==> src/rtl/dp_sequencer.sv <==
// dp_sequencer: issues one register-file/ALU datapath operation per accepted 32-bit instruction word.
// Latency: accept at edge k, datapath controls are driven during k..k+1, and the write and flag capture happen at edge k+1.
// Backpressure: in_ready is low for the single ISSUE cycle. Skipped and illegal words are consumed in one IDLE cycle.
//
// Ports:
//   clk, rst_n              clock, async active-low reset
//   in_valid/in_ready       instruction handshake; in_instr + in_imm sampled on transfer
//   dp_ra/rb/rw/we/s/aluc/rd registered datapath controls (write only during ISSUE)
//   dp_z, dp_v              datapath zero / signed-overflow, combinational from dp_* drive
//   z_flag, v_flag          flags from the last ALU/CMP
//   ovf_sticky, err         sticky overflow / illegal-opcode; cleared by clr_sticky (set wins)
//   retire, retire_cnt      ISSUE-cycle pulse and wrapping executed-instruction count
module dp_sequencer #(
  parameter int CNT_W = 16
) (
  input  logic             clk,
  input  logic             rst_n,
  input  logic             in_valid,
  output logic             in_ready,
  input  logic [31:0]      in_instr,
  input  logic [31:0]      in_imm,
  output logic [4:0]       dp_ra,
  output logic [4:0]       dp_rb,
  output logic [4:0]       dp_rw,
  output logic             dp_we,
  output logic             dp_s,
  output logic [1:0]       dp_aluc,
  output logic [31:0]      dp_rd,
  input  logic             dp_z,
  input  logic             dp_v,
  output logic             z_flag,
  output logic             v_flag,
  output logic             ovf_sticky,
  output logic             err,
  input  logic             clr_sticky,
  output logic             retire,
  output logic [CNT_W-1:0] retire_cnt
);

  typedef enum logic {IDLE, ISSUE} state_t;

  localparam logic [2:0] OP_NOP = 3'b000;
  localparam logic [2:0] OP_ALU = 3'b001;
  localparam logic [2:0] OP_LDI = 3'b010;
  localparam logic [2:0] OP_CMP = 3'b011;
  localparam logic [2:0] OP_SKZ = 3'b100;

  state_t           state_q;
  logic [2:0]       op_q;
  logic [4:0]       ra_q, rb_q, rw_q;
  logic             we_q, s_q;
  logic [1:0]       aluc_q;
  logic [31:0]      rd_q;
  logic             z_q, v_q, ovf_q, err_q, skip_q, retire_q;
  logic [CNT_W-1:0] cnt_q;

  // Decode of the word currently on the input bus.
  logic [2:0]  opc;
  logic        illegal;
  logic        accept;
  logic        err_set;
  logic        ovf_set;
  logic        flag_op_q;

  always_comb begin
    opc       = in_instr[31:29];
    illegal   = (opc > OP_SKZ);
    accept    = (state_q == IDLE) && in_valid;
    err_set   = accept && !skip_q && illegal;
    flag_op_q = (op_q == OP_ALU) || (op_q == OP_CMP);
    ovf_set   = (state_q == ISSUE) && flag_op_q && dp_v;
  end

  always_ff @(posedge clk or negedge rst_n) begin
    if (!rst_n) begin
      state_q  <= IDLE;
      op_q     <= OP_NOP;
      ra_q     <= '0;
      rb_q     <= '0;
      rw_q     <= '0;
      we_q     <= 1'b0;
      s_q      <= 1'b0;
      aluc_q   <= '0;
      rd_q     <= '0;
      z_q      <= 1'b0;
      v_q      <= 1'b0;
      ovf_q    <= 1'b0;
      err_q    <= 1'b0;
      skip_q   <= 1'b0;
      retire_q <= 1'b0;
      cnt_q    <= '0;
    end else begin
      // Sticky flags: a set on the same edge overrides the clear.
      err_q <= err_set | (err_q & ~clr_sticky);
      ovf_q <= ovf_set | (ovf_q & ~clr_sticky);

      case (state_q)
        IDLE: begin
          if (accept) begin
            if (skip_q) begin
              // Word swallowed by a taken SKZ: no issue, no retire, no count.
              skip_q <= 1'b0;
            end else if (!illegal) begin
              op_q     <= opc;
              ra_q     <= in_instr[21:17];
              rb_q     <= in_instr[16:12];
              rw_q     <= in_instr[26:22];
              we_q     <= (opc == OP_ALU) || (opc == OP_LDI);
              s_q      <= (opc == OP_LDI);
              aluc_q   <= (opc == OP_LDI) ? 2'b00 : in_instr[28:27];
              rd_q     <= (opc == OP_LDI) ? in_imm : 32'd0;
              retire_q <= 1'b1;
              state_q  <= ISSUE;
            end
          end
        end
        ISSUE: begin
          if (flag_op_q) begin
            z_q <= dp_z;
            v_q <= dp_v;
          end
          // SKZ tests the flag left by the previous ALU/CMP.
          if ((op_q == OP_SKZ) && z_q) begin
            skip_q <= 1'b1;
          end
          cnt_q    <= cnt_q + CNT_W'(1);
          we_q     <= 1'b0;
          retire_q <= 1'b0;
          state_q  <= IDLE;
        end
        default: state_q <= IDLE;
      endcase
    end
  end

  assign in_ready   = (state_q == IDLE);
  assign dp_ra      = ra_q;
  assign dp_rb      = rb_q;
  assign dp_rw      = rw_q;
  assign dp_we      = we_q;
  assign dp_s       = s_q;
  assign dp_aluc    = aluc_q;
  assign dp_rd      = rd_q;
  assign z_flag     = z_q;
  assign v_flag     = v_q;
  assign ovf_sticky = ovf_q;
  assign err        = err_q;
  assign retire     = retire_q;
  assign retire_cnt = cnt_q;

endmodule

==> config.mk <==
export PLATFORM = sky130hd
export DESIGN_NAME = dp_sequencer
export DESIGN_NICKNAME = d
export VERILOG_FILES = /design/src/rtl/dp_sequencer.sv
export SDC_FILE = /design/constraint.sdc
export NUM_CORES = 1
export LEC_CHECK = 0
export BUFFER_PORTS_ARGS = -buffer_cell sky130_fd_sc_hd__buf_2
export CAP_MARGIN = 40
export CORE_AREA = 5 5 87 89
export DETAILED_ROUTE_END_ITERATION = 12
export DIE_AREA = 0 0 92 94
export PLACE_DENSITY = 0.78
export SYNTH_ARGS = -nofsm -noshare
export SYNTH_HDL_FRONTEND = slang
export SYNTH_SLANG_ARGS = --single-unit
==> constraint.sdc <==
create_clock -name clk -period 2.1 [get_ports clk]
set_clock_uncertainty 0.05 [all_clocks]
set_input_delay 0 -clock clk [delete_from_list [all_inputs] [get_ports clk]]
set_output_delay 0 -clock clk [all_outputs]
set_load 0.03 [all_outputs]
==> flow_summary.ini <==
[run_status]
status = complete, no violations

[floorplanning]
io_pins = 143
die_h_um = 94
initial_core_util = 0.4431
row_count = 30
die_width_um = 92
coreArea_um2 = 6681
design.die.area_um2 = 8648

[setup_path]
worstPathArrival_ns = 2.06
r2r_end = dp_rb[2]
cp-start-kind = flip-flop
path_max_fanout = 16
rr_startpoint = skip_q
reg2regPathDepth = 4
required_ns = 2.26
rrSetupSlack_ns = 0.21
cp-end-kind = flip-flop
crit_type = flip-flop to flip-flop

[routing]
drt_iter0_markers = 49
route.detailed.drc = 0
routed_wl_mm = 7.936
drtPass1Iterations = 5
ant_nets = 0
post_drt_wl_per_cell_um = 16.10
drt-vias-per-instance = 4.998
routed-via-count = 2464

[synth]
yosys.area_share.simple = 0.07143
ys_seq_area_frac = 0.6509
ys_warn_count = 0
synth_top_family_by_area = compound AO/OA/AOI/OAI gates
synth-adder-area-share = 0.004227
syn_area_um2 = 2960
synth-seq-cells = 77
synthArstFlopShare = 1.000
syn_inst = 213
synth_compound_area_frac = 0.1179
synth-edff-count = 0
syn_area_per_cell_um2 = 13.90
synth_xor_area_frac = 0.04438
synth_mux_area_frac = 0.07904
ys.flop_type = dfrtp_1
synth_nets = 284
synth_cell_type_count = 28

[pwr]
p_sw_mw = 1.659
switching_share = 0.3695
p_comb_frac = 0.315
p_leak_nw = 2.350
p_seq_frac = 0.441
p_clk_frac = 0.244
p_per_area_nw_per_um2 = 1001
vdd_drop_max_v = 0.0004404
p_int_mw = 2.831

[cells_and_area]
synthToLayoutAreaGrowth_pct = 51.56
multiInputGateArea_um2 = 940.9
final_common_cell = buf_2
final_nets = 479
utilization = 0.6715
drive_gt1_frac = 0.3705
fillers = 480
regArea_um2 = 1927
layout_common_cells = buf_2, dfrtp_1, dlygate4sd3_1
diodes = 0

[min_path]
hold_class = input pin to async pin

[cts]
clk_path_buf_depth = 2
cts.root.buffer_cell = clkbuf_8
clock_latency_ns = 0.34
clock_sinks = 77
numCtsBuffers = 9
tritoncts = done
cts-resized-gates = 0
path_clk_slew_ns = 0.08
h-tree-depth = 3

[global_route]
grt_pass1_vias = 2626
grt_first_pass_wirelength_mm = 12.85
antenna_found_initial = 0
grt_max_degree = 46
globalRouteOverflowTotal = 0
track_usage = 0.1882

[placed_design]
gp_congestion = 0.7425
dp_hpwl_mm = 4.987
io_buffers = 130

[timing]
setup_tns_ns = 0
maxSlewHeadroom = 0.7122
worst_pin_slew_ns = 0.4317
fmax_mhz = 528.1
hold_viol_final = 0
final_max_slew_viol_count = 0
fin_crit_ns = 1.894
rsz0062_at_grt = false
post-route-period-util = 0.9017
finalSetupViolCount = 0

[run]
cap_violations = 0
## power by group through the flow
stage / Combinational (mW) / Sequential [mW] / Clock (mW)
after floorplan: 0.356 / 2.49 / 0
after global placement: 1.29 / 1.98 / 0
after detailed placement: 1.32 / 1.99 / 0
after CTS: 1.42 / 1.97 / 1.14
after global routing: 1.51 / 2.01 / 1.20
final: 1.41 / 1.98 / 1.10
## synth_stat cells, types with 3 or more instances
library cell / n / area [µm²]
nor4_1: 6 / 37.54
nor3_1: 3 / 15.01
dfrtp_1: 77 / 1927
a22o_1: 32 / 280.3
nand2_1: 13 / 48.80
nor2_1: 3 / 11.26
xor2_1: 11 / 96.34
mux2_1: 19 / 214.0
buf_6: 3 / 33.78
o21ai_0: 3 / 15.01
inv_1: 5 / 18.77
nand4_1: 6 / 37.54
buf_2: 7 / 35.03
xnor2_1: 4 / 35.03
## per-layer routing
| layer | up-vias | GRT usage | wire (µm) |
|---|---|---|---|
| met4 | 0 | 0.07673 | 129 |
| li1 | 1165 | - | - |
| met2 | 115 | 0.3102 | 3813 |
| met5 | - | 0 | 0 |
| met3 | 13 | 0.05048 | 631 |
| met1 | 1171 | 0.2355 | 3362 |
## what timing repair did
action                    in CTS  in global routing
hold endpoints to repair     135                  0
buffers inserted               0                  0
hold buffers                  59                  0
## per-stage QoR
stage          cell area [µm²]  cells  hold slack, ns  total power, mW  setup WS (ns)
6_report                  4487    493          0.1037            4.490         0.2064
2_1_floorplan             2960    213         -0.3456            2.843         0.3633
5_1_grt                   4487    493          0.1288            4.728        0.06141
4_1_cts                   4487    493         0.08911            4.525         0.1699
3_5_place_dp              3697    418        -0.07452            3.314         0.1864
3_3_place_gp              3677    417          0.1445            3.268         0.2736
## final cells by class
cell class | instances | area share
flip-flops and latches | 77 | 0.4294
repair buffers | 194 | 0.2883
multi-input cells | 119 | 0.2097
clock buffers | 10 | 0.02844
well taps | 80 | 0.02231
clock inverters | 6 | 0.01590
inverters | 7 | 0.005856
## cell families after synthesis
family,after synthesis
AOI/OAI and AO/OA,43
xor gates and xnor gates,15
adders and majority gates,1
buffers and inverters,17
DFF,77
muxes,21
and+or+nand+nor,39
## state kept, by name, indices dropped and copies added (netlist names), 2 cells and up
name	count
dp_aluc	2
dp_rw	5
retire_cnt	16
op_q	3
dp_rd	32
dp_ra	5
dp_rb	5
## worst max-delay path, stage by stage (launching register included)
cell and delay, ns:
dfrtp_1 0.41, or3b_1 0.43, nand2b_1 0.20, inv_2 0.30, mux2_1 0.37
## worst max path at each step
stage | startpoint | endpoint | slack, ns | depth (start not counted)
4_1_cts | skip_q | dp_aluc[1] | 0.17 | 5
3_5_place_dp | skip_q | dp_aluc[1] | 0.19 | 5
6_report | skip_q | dp_rb[2] | 0.21 | 4
5_1_grt | skip_q | dp_aluc[1] | 0.06 | 5
3_3_place_gp | skip_q | dp_rb[2] | 0.27 | 4
2_1_floorplan | skip_q | dp_ra[0] | 0.36 | 6
Power figures use the tool's default switching activity.
